### src/rtl/serial_word_adder_pkg.sv
// Shared constants for the byte-serial adder: byte width, default word size
// and FSM state encodings, used by the RTL and the bench alike.
package serial_word_adder_pkg;
  localparam int BYTE_W        = 8;
  localparam int BYTES_DEFAULT = 4;

  typedef enum logic [1:0] {
    ST_IDLE = 2'd0,
    ST_RUN  = 2'd1,
    ST_DONE = 2'd2
  } state_t;
endpackage

### src/rtl/serial_word_adder_cla.sv
// 8-bit carry-lookahead adder stage: generate/propagate form, the carry
// recurrence is flattened into lookahead terms by synthesis.
module serial_word_adder_cla
  import serial_word_adder_pkg::*;
(
  input  logic [BYTE_W-1:0] InputA,
  input  logic [BYTE_W-1:0] InputB,
  input  logic              InputCarry,
  output logic [BYTE_W-1:0] Sum,
  output logic              OutputCarry
);
  logic [BYTE_W-1:0] gen;
  logic [BYTE_W-1:0] prop;
  logic [BYTE_W:0]   carry;

  assign gen  = InputA & InputB;
  assign prop = InputA ^ InputB;

  always_comb begin
    carry    = '0;
    carry[0] = InputCarry;
    for (int i = 0; i < BYTE_W; i++) begin
      carry[i+1] = gen[i] | (prop[i] & carry[i]);
    end
  end

  assign Sum         = prop ^ carry[BYTE_W-1:0];
  assign OutputCarry = carry[BYTE_W];
endmodule

### src/rtl/serial_word_adder.sv
// Byte-serial add/subtract: one byte per cycle through a single 8-bit CLA
// stage, with a valid/ready request port and a valid/ready result port.
module serial_word_adder
  import serial_word_adder_pkg::*;
#(
  parameter int BYTES = BYTES_DEFAULT
) (
  input  logic                      Clock,
  input  logic                      Reset,
  input  logic                      InValid,
  output logic                      InReady,
  input  logic [BYTE_W*BYTES-1:0]   OperandA,
  input  logic [BYTE_W*BYTES-1:0]   OperandB,
  input  logic                      InputCarry,
  input  logic                      Subtract,
  output logic                      OutValid,
  input  logic                      OutReady,
  output logic [BYTE_W*BYTES-1:0]   Result,
  output logic                      OutputCarry,
  output logic                      Overflow,
  output state_t                    DebugState
);
  // Handshake: a transfer happens on a rising edge where valid and ready are
  // both 1; ready never depends combinationally on valid, and a producer
  // holds valid until the transfer.
  localparam int IW = (BYTES > 1) ? $clog2(BYTES) : 1;
  localparam logic [IW-1:0] LAST = IW'(BYTES - 1);

  state_t state, state_next;

  logic [IW-1:0]                  idx;
  logic [BYTES-1:0][BYTE_W-1:0]   a_q, b_q, res_q;
  logic                           sub_q, carry_q;
  logic [BYTE_W-1:0]              a_byte, b_eff, sum;
  logic                           cout, last_byte;

  assign a_byte    = a_q[idx];
  assign b_eff     = b_q[idx] ^ {BYTE_W{sub_q}};
  assign last_byte = (idx == LAST);

  serial_word_adder_cla u_cla (
    .InputA      (a_byte),
    .InputB      (b_eff),
    .InputCarry  (carry_q),
    .Sum         (sum),
    .OutputCarry (cout)
  );

  always_ff @(posedge Clock or negedge Reset) begin
    if (!Reset) state <= ST_IDLE;
    else        state <= state_next;
  end

  always_comb begin
    state_next = state;
    case (state)
      ST_IDLE: if (InValid)   state_next = ST_RUN;
      ST_RUN:  if (last_byte) state_next = ST_DONE;
      ST_DONE: if (OutReady)  state_next = ST_IDLE;
      default:                state_next = ST_IDLE;
    endcase
  end

  assign InReady    = (state == ST_IDLE);
  assign OutValid   = (state == ST_DONE);
  assign Result     = res_q;
  assign DebugState = state;

  // Subtract is A + ~B + 1, so the carry seeds to 1 and the caller's carry is dropped.
  always_ff @(posedge Clock or negedge Reset) begin
    if (!Reset) begin
      idx         <= '0;
      a_q         <= '0;
      b_q         <= '0;
      res_q       <= '0;
      sub_q       <= 1'b0;
      carry_q     <= 1'b0;
      OutputCarry <= 1'b0;
      Overflow    <= 1'b0;
    end else begin
      case (state)
        ST_IDLE: begin
          if (InValid) begin
            a_q     <= OperandA;
            b_q     <= OperandB;
            sub_q   <= Subtract;
            carry_q <= Subtract | InputCarry;
            idx     <= '0;
          end
        end
        ST_RUN: begin
          res_q[idx] <= sum;
          carry_q    <= cout;
          if (last_byte) begin
            OutputCarry <= cout;
            Overflow    <= (a_byte[BYTE_W-1] == b_eff[BYTE_W-1]) &&
                           (sum[BYTE_W-1] != a_byte[BYTE_W-1]);
          end else begin
            idx <= idx + IW'(1);
          end
        end
        default: ;
      endcase
    end
  end
endmodule

### config.mk
export PLATFORM = sky130hd
export DESIGN_NAME = serial_word_adder
export DESIGN_NICKNAME = d
export VERILOG_FILES = /design/src/rtl/serial_word_adder_pkg.sv /design/src/rtl/serial_word_adder_cla.sv /design/src/rtl/serial_word_adder.sv
export SDC_FILE = /design/constraint.sdc
export NUM_CORES = 1
export LEC_CHECK = 0
export BUFFER_PORTS_ARGS = -buffer_cell sky130_fd_sc_hd__buf_2
export CORE_ASPECT_RATIO = 0.6
export CORE_MARGIN = 2
export CORE_UTILIZATION = 55
export CTS_CLUSTER_SIZE = 12
export DETAILED_ROUTE_END_ITERATION = 8
export PLACE_DENSITY_LB_ADDON = 0.2
export SLEW_MARGIN = 30
export SYNTH_ARGS = -nofsm -noshare
export SYNTH_HDL_FRONTEND = slang
export SYNTH_HIERARCHICAL = 1
export SYNTH_SLANG_ARGS = --single-unit
export TNS_END_PERCENT = 20
### constraint.sdc
create_clock -name Clock -period 7.8 [get_ports Clock]
set_clock_uncertainty 0.1 [all_clocks]
set_input_delay 2.34 -clock Clock [delete_from_list [all_inputs] [get_ports Clock]]
set_output_delay 2.34 -clock Clock [all_outputs]
set_load 0.02 [all_outputs]
==> impl_metrics.toml, run 1 <==
[synth]
synth.area.top_cells = "dfrtp_1 56%, mux2_2 22%, mux4_2 4.8%, fa_1 3.4%, mux4_1 3.4%"
synth_warnings = 6
ys_ff_latch = 104
syn_nets = 372
yosys.area.top_type = "dfrtp_1"
yosysUniqueCellTypes = 21
synthCells = 290
netlist_area_um2 = 4640
synth_top_area_share = 0.560
seq_area_frac_synth = 0.560
synth.avg_cell_area_um2 = 16.0

[detailed_routing]
routed_wirelength_um = 9160
first_pass_iters = 4
drtIter0Drc = 87
wl_per_cell_um = 18.0
drcViolationCount = 0
vias = 2716
vias_per_cell = 5.33
ant_nets = 0

[critical_path]
start_kind = "register"
worstPathRequired_ps = 7960
cp_max_fo = 11
crit_path_end_kind = "register"
cp.arrival_ps = 5570
crit_type = "register to register"

[clock_tree]
htreeDepth = 3
root_buffer = "clkbuf_16"
clk_pin_slew_worst_paths_ps = 60
cts_buffers = 9
clockBufferDepth = 2
cts.sinks = 104
cts_resized = 0
post_cts_buffers = 0
hold_buffers = 0
clk-insertion-delay-late_ps = 350
tritoncts = "yes"

[timing]
hold_viol = 0
finalSetupTns_ps = 0
setup_viol = 0
fin_crit_ps = 5410
tightest_slew_ps = 860
grt_setup_unrepaired = "no"
slew_headroom = 0.427
min_period_over_period = 0.694
slew_viol_final = 0
holdWs_ps = 380
fmax_mhz = 185

[floorplanning]
coreArea_um2 = 8040
dieWidth_um = 123
fp.dieH_um = 75.2
die_area_um2 = 9220
io_pins = 108
rows = 25
start_util = 0.578

[finish]
diodes = 0
final_cell_mix = "106 x buf_2, 104 x dfrtp_1, 90 x mux2_2"
final_cell_area_um2 = 5600
layout.nets = 479
mostFrequentLayoutCell = "buf_2"
syn2layout_area_growth_pct = 20.6
drive_above_1_share = 0.565

[job]
maxCapViolCount = 0

[global_route]
grt.overflow.total = 0
grt.met1_usage = 0.315
met3_usage = 0.0621
grt_pass1_vias = 2942
met2_usage = 0.340
antenna_found_initial = 0
grt_pass1_wl_um = 14900
grt_use_total = 0.222
grt_max_degree = 81
top_usage_layer = "met2"

[placed_design]
portBuffers = 107
gp_congestion = 0.734
placed_area_um2 = 5260
post-dp-hpwl_um = 6680

[worst_hold_path]
holdCritPathClass = "register to register"

[status]
status = "complete, no violations"
[cell usage after synthesis, drive strengths merged]
cell    count
nand2       8
ha          4
nor2        3
inv        14
fa          8
mux2i       1
nor2b       4
nand2b      1
nor3b       1
o21ai       5
xor2        8
mux2       99
buf        14
mux4       16
dfrtp     104
[per-layer routing]
layer,share of wire,wire (um)
met1,0.48,4410
met2,0.45,4090
met3,0.060,547
met4,0.012,106
met5,0,0
[logic make-up (layout without fill, tap and decap cells)]
group	count (synthesis)	in the layout	synth area share
muxes	116	116	0.325
DFF	104	104	0.560
buffers and inverters	28	140	0.0294
and+or+nand+nor	17	17	0.0183
adders and majority gates	12	12	0.0453
xor gates and xnor gates	8	8	0.0167
AOI/OAI and AO/OA	5	5	0.00539
[flip-flops by register name, indices dropped and copies added, names as in the netlist]
register     count
Overflow         1
carry_q          1
b_q             32
OutputCarry      1
DebugState       2
sub_q            1
idx              2
Result          32
a_q             32
[layout make-up]
class,instances,area [um^2]
clock buffers,10,229
clock inverters,6,108
fillers,582,2440
inverters,14,52.6
multi-input cells,158,1910
flip-flops and latches,104,2600
well taps,108,135
repair buffers,110,564
[worst paths after layout]
| check | start | end | slack [ps] | depth (start not counted) |
|---|---|---|---|---|
| max in group asynchronous | Reset | Result[13] | 4820 | 2 |
| min reg2reg | b_q[30] | b_q[30] | 380 | 1 |
| max | idx[0] | Overflow | 2390 | 18 |
| min | b_q[30] | b_q[30] | 380 | 1 |
| max reg2reg | idx[0] | Overflow | 2390 | 18 |
| min in group asynchronous | Reset | b_q[13] | 1790 | 1 |
[per-stage QoR]
| step | setup slack, ps | cells | utilization |
|---|---|---|---|
| detailed placement | 2410 | 494 | 0.655 |
| global route | 2090 | 510 | 0.697 |
| global placement | 2540 | 494 | 0.655 |
| CTS | 2380 | 510 | 0.696 |
| floorplan | 2880 | 290 | - |
| finish | 2390 | 510 | 0.697 |
[worst max-delay path, stage by stage (launching register included)]
cell	delay, ps
dfrtp_1	600
buf_4	330
mux4_2	530
xor2_1	150
inv_1	80
fa_1	170
inv_1	50
fa_1	390
fa_1	400
fa_1	400
fa_1	390
fa_1	380
fa_1	370
inv_1	90
fa_1	420
inv_1	160
nor2b_1	150
mux2i_1	70
o21ai_1	110
Power of run 1 is not shown: default switching activity piles up to over one toggle a cycle in this logic, so the estimate is an artifact.
==> inputs of run 2 (changes only) <==
--- a/config.mk
+++ b/config.mk
@@ -5,10 +5,11 @@
 export SDC_FILE = /design/constraint.sdc
 export NUM_CORES = 1
 export LEC_CHECK = 0
+export ABC_AREA = 1
 export BUFFER_PORTS_ARGS = -buffer_cell sky130_fd_sc_hd__buf_2
 export CORE_ASPECT_RATIO = 0.6
 export CORE_MARGIN = 2
-export CORE_UTILIZATION = 55
+export CORE_UTILIZATION = 54
 export CTS_CLUSTER_SIZE = 12
 export DETAILED_ROUTE_END_ITERATION = 8
 export PLACE_DENSITY_LB_ADDON = 0.2
==> constraint.sdc (replaced) <==
create_clock -name Clock -period 5.07 [get_ports Clock]
set_clock_uncertainty 0.1 [all_clocks]
set_input_delay 1.521 -clock Clock [delete_from_list [all_inputs] [get_ports Clock]]
set_output_delay 1.521 -clock Clock [all_outputs]
set_load 0.02 [all_outputs]
==> run 2 against run 1 <==
Against the previous run:
- area after synthesis grew 3.9%
- non-clock buffer count grew 5
- critical path type unchanged
- register-to-register slack lost 2200 ps
- utilization shrank 3.7 points
- highest routed layer unchanged
- hold slack gained 2.1 ps
- flip-flop and latch count is the same
- cell area grew 1.1%
- critical path depth grew 4
==> impl_metrics.toml, run 2 <==
[synth]
syn_nets = 650
synth_edf_count = 0
yosys.cell_count.top_type = "nand2_1"
netlist_area_um2 = 4830
async_flop_share = 1.00
synth_flop_cell = "dfrtp_1"
synth.avg_cell_area_um2 = 8.50
synth_warnings = 6
synthCells = 568
ys_ff_latch = 104
seq_area_frac_synth = 0.539
yosys.area.top_type = "dfrtp_1"
synth.area.top_cells = "dfrtp_1 54%, nand2_1 22%, o21ai_0 4.4%, fa_1 3.3%, nand3_1 2.7%"
yosysUniqueCellTypes = 21
synth_top_area_share = 0.539
ys_top_cells_by_count = "281 x nand2_1, 104 x dfrtp_1, 42 x o21ai_0"

[detailed_routing]
vias_per_cell = 5.04
routed_wirelength_um = 11500
first_pass_iters = 4
wl_per_cell_um = 14.8
drcViolationCount = 0
drtIter0Drc = 351
ant_nets = 0
vias = 3937

[placed_design]
post-dp-hpwl_um = 8000
portBuffers = 107
gp_congestion = 0.828
dp.cells = 765

[timing]
slew_viol_final = 0
tightest_slew_ps = 830
slew_headroom = 0.447
fin_crit_ps = 4850
hold_viol = 0
setup_viol = 0
grt_setup_unrepaired = "no"
fmax_mhz = 206
finalSetupTns_ps = 0
min_period_over_period = 0.957

[floorplanning]
dieWidth_um = 126
io_pins = 108
start_util = 0.562
die_area_um2 = 9730
rows = 26
fp.dieH_um = 77.2
coreArea_um2 = 8590

[finish]
drive_above_1_share = 0.224
final_cell_mix = "280 x nand2_1, 106 x buf_2, 102 x dfrtp_1"
final_cells = 781
fillers = 770
layout.nets = 747
diodes = 0
mostFrequentLayoutCell = "nand2_1"
syn2layout_area_growth_pct = 17.4

[job]
maxCapViolCount = 0

[clock_tree]
root_buffer = "clkbuf_16"
cts_buffers = 9
hold_buffers = 0
clk_pin_slew_worst_paths_ps = 60
htreeDepth = 3
tritoncts = "yes"
cts.sinks = 104
clockBufferDepth = 2
clk-insertion-delay-late_ps = 350

[global_route]
grt_pass1_vias = 3821
grt_pass1_wl_um = 19600
antenna_found_initial = 0
grt_max_degree = 92
grt_use_total = 0.259
grt.overflow.total = 0

[critical_path]
worstPathRequired_ps = 5210
crit_path_end_kind = "register"
crit_type = "register to register"
cp_max_fo = 17
cp.arrival_ps = 4990
start_kind = "register"

[pwr]
switching_share = 0.492
p_clk_frac = 0.138
p_seq_frac = 0.317
ir_drop_mv = 0.523
intPower_w = 0.00239
p_sw_w = 0.00232
comb_power_share = 0.545
leakagePower_nw = 3.11
power_density_nw_per_um2 = 831

[status]
status = "complete, no violations"

[worst_hold_path]
holdCritPathClass = "register to register"
[run 2: changes by cell type after synthesis, moves of 9 or more]
cell,before,now
nand2_1,8,281
mux4_2,10,0
inv_1,14,24
nor2_1,3,15
mux2_2,90,0
o21ai_0,2,42
o21ai_2,0,10
nand3_1,0,26
mux2_1,9,0
[run 2: layout make-up]
cell class	count	area [um^2]	area share
Inverter	29	115	0.0203
Clock buffer	12	256	0.0453
Timing Repair Buffer	115	632	0.112
Sequential cell	104	2610	0.460
Tap cell	112	140	0.0247
Multi-Input combinational cell	406	1900	0.335
Clock inverter	3	17.5	0.00309
[run 2: path summary, 6_finish.rpt]
kind | start | end | slack [ps] | cells after the start
min in group asynchronous | Reset | b_q[28] | 1140 | 1
min reg2reg | Result[11] | Result[11] | 380 | 2
min | Result[11] | Result[11] | 380 | 2
max | idx[0] | Overflow | 220 | 22
max reg2reg | idx[0] | Overflow | 220 | 22
max in group asynchronous | Reset | a_q[17] | 2980 | 2
[run 2: cell families (layout without fill, tap and decap cells)]
family	Yosys count	in the layout	share of synthesized area
AND/OR/NAND/NOR	326	326	0.263
flip-flops	104	104	0.539
AO/OA/AOI/OAI	61	61	0.0736
buffers and inverters	58	159	0.0677
adder cells (fa/ha/maj)	12	12	0.0436
XOR/XNOR	7	7	0.0127
[run 2: power by group through the flow]
stage                     clock network (W)  logic [W]  registers (W)
after floorplan                           0    0.00159        0.00157
after global placement                    0    0.00238        0.00149
after detailed placement                  0    0.00245        0.00149
after CTS                          0.000662    0.00250        0.00148
after global routing               0.000689    0.00289        0.00154
final                              0.000648    0.00257        0.00149
[run 2: stage by stage]
step / hold slack, ps / area (um^2) / total power, W / utilization / setup slack (ps)
floorplan: 344 / 4830 / 0.00316 / - / 402
global placement: 363 / 5340 / 0.00387 / 0.622 / 363
detailed placement: 364 / 5350 / 0.00394 / 0.622 / 247
CTS: 383 / 5620 / 0.00464 / 0.654 / 177
global route: 400 / 5670 / 0.00512 / 0.660 / 4.01
finish: 382 / 5670 / 0.00471 / 0.660 / 216
[run 2: layer usage]
layer | up-vias | global-route usage | share of wire
met5 | - | 0 | 0
met2 | 112 | 0.362 | 0.42
met1 | 1849 | 0.395 | 0.50
li1 | 1957 | - | -
met4 | 0 | 0.0736 | 0.016
met3 | 19 | 0.0712 | 0.065
[run 2: worst max-delay path, stage by stage, from the launching register on]
cell	delay, ps
dfrtp_2	470
buf_12	170
nand2_1	60
nand3_1	70
nand2_1	60
xor2_1	140
inv_1	80
fa_1	160
inv_1	50
fa_1	380
fa_1	400
fa_1	400
fa_1	410
fa_1	410
fa_1	380
inv_1	80
fa_1	410
inv_1	80
inv_1	100
nand3_1	100
nand3_1	80
nand3_1	90
nand2_1	60
[run 2: timing repair]
item | in CTS | in global routing
gates resized for setup | 0 | 7
endpoints found under the setup margin | 0 | 1
buffers inserted | 0 | 0
Power figures use the tool's default switching activity.
==> inputs of run 3 (changes only) <==
--- a/config.mk
+++ b/config.mk
@@ -5,7 +5,6 @@
 export SDC_FILE = /design/constraint.sdc
 export NUM_CORES = 1
 export LEC_CHECK = 0
-export ABC_AREA = 1
 export BUFFER_PORTS_ARGS = -buffer_cell sky130_fd_sc_hd__buf_2
 export CORE_ASPECT_RATIO = 0.6
 export CORE_MARGIN = 2
==> run 3 against run 2 <==
Against the previous run:
- cell area shrank 0.68%
- global-route usage shrank 3.6 points
- hold slack worse by 0.83 ps
- final cell count down 34%
- sequential share of layout area up 0.27 points
- critical path depth down 7
==> impl_metrics.toml, run 3 (synthesis results as in run 1) <==
[floorplanning]
io_pins = 108
rows = 26
fp.dieH_um = 75.8
coreArea_um2 = 8430
start_util = 0.551
dieWidth_um = 124
die_area_um2 = 9380

[clock_tree]
root_buffer = "clkbuf_16"
clk_pin_slew_worst_paths_ps = 60
hold_buffers = 0
htreeDepth = 3
tritoncts = "yes"
cts_resized = 0
cts.sinks = 104
clk-insertion-delay-late_ps = 340
cts_buffers = 9
post_cts_buffers = 0
clockBufferDepth = 2

[critical_path]
cp.arrival_ps = 4980
worstPathRequired_ps = 5180
path_common_cell = "fa_1"
timing.rr.start = "idx[0]"
crit_chain = "buf_6 -> mux4_1 -> xor2_1 -> fa_1 -> fa_1 -> fa_1 -> fa_1 -> fa_1 -> fa_1 -> inv_1 -> fa_1 -> inv_2 -> nor2b_1 -> mux2i_1 -> o21ai_1"
crit_type = "register to register"
cp_max_fo = 10
max_stage_delay_ps = 610
cp-startpoint = "idx[0]"
start_kind = "register"
critPathTopFamily = "adder cells"
cp_num_buf_inv = 3
crit_slowest_cell = "mux4_1"
crit_path_end_kind = "register"

[placed_design]
gp_congestion = 0.799
dp.cells = 502
post-dp-hpwl_um = 7120
portBuffers = 107

[timing]
hold_viol = 0
finalSetupTns_ps = 0
min_period_over_period = 0.962
setup_viol = 0
fmax_mhz = 205
tightest_slew_ps = 853
slew_viol_final = 0
grt_setup_unrepaired = "no"
slew_headroom = 0.432
holdWs_ps = 381
fin_crit_ps = 4880

[detailed_routing]
vias_per_cell = 5.30
drcViolationCount = 0
wl_per_cell_um = 18.7
routed_wirelength_um = 9660
ant_nets = 0
first_pass_iters = 4
drtIter0Drc = 136
vias = 2738

[job]
maxCapViolCount = 0

[global_route]
grt_pass1_wl_um = 14700
antenna_found_initial = 0
grt_use_total = 0.222
grt.overflow.total = 0
grt_max_degree = 82
grt_pass1_vias = 2752

[finish]
layout.nets = 483
syn2layout_area_growth_pct = 21.1
final_cell_mix = "106 x buf_2, 104 x dfrtp_1, 90 x mux2_2"
mostFrequentLayoutCell = "buf_2"
fillers = 630
drive_above_1_share = 0.570
final_cells = 517
diodes = 0

[worst_hold_path]
holdCritStartpoint = "b_q[22]"
holdCritPathClass = "register to register"

[status]
status = "complete, no violations"
[run 3: cell types whose count changed in the layout (fill, tap and decap cells not counted), sizes merged, moves of 2 or more]
cell    delta
nand2    -273
mux2      +99
o21ai     -47
nand3     -26
mux4      +16
nor2      -15
inv       -14
o22ai      -8
nor2b      +4
bufinv     +2
clkinv     -2
[run 3: path summary, 6_finish.rpt]
kind	slack [ps]	end	cells past startpoint
max in group asynchronous	2930	Result[27]	2
worst max register to register	190	Overflow	15
worst min-delay path	380	b_q[22]	1
min in group asynchronous	1110	b_q[12]	1
worst max-delay path	190	Overflow	15
worst min register to register	380	b_q[22]	1
[run 3: metal layers]
metal	share of wire	GRT usage	vias to the layer above	wire length [um]
li1	-	-	1246	-
met4	0.013	0.0732	0	129
met2	0.44	0.329	82	4230
met1	0.48	0.322	1401	4660
met5	0	0	-	0
met3	0.067	0.0629	9	644
[run 3: area by class of cell]
| class | count | area [um^2] | area share |
|---|---|---|---|
| clock inverters | 3 | 65.1 | 0.0116 |
| multi-input cells | 158 | 1910 | 0.340 |
| flip-flops and latches | 104 | 2600 | 0.463 |
| well taps | 112 | 140 | 0.0249 |
| inverters | 14 | 52.6 | 0.00934 |
| clock buffers | 12 | 256 | 0.0456 |
| repair buffers | 114 | 598 | 0.106 |
[run 3: per-stage QoR]
step,worst slack (ps),area [um^2],util
CTS,112,5620,0.667
global placement,254,5300,0.629
detailed placement,129,5300,0.629
floorplan,148,4640,-
global route,11.9,5630,0.668
finish,193,5630,0.668
Power of run 3 is left out for the same reason.
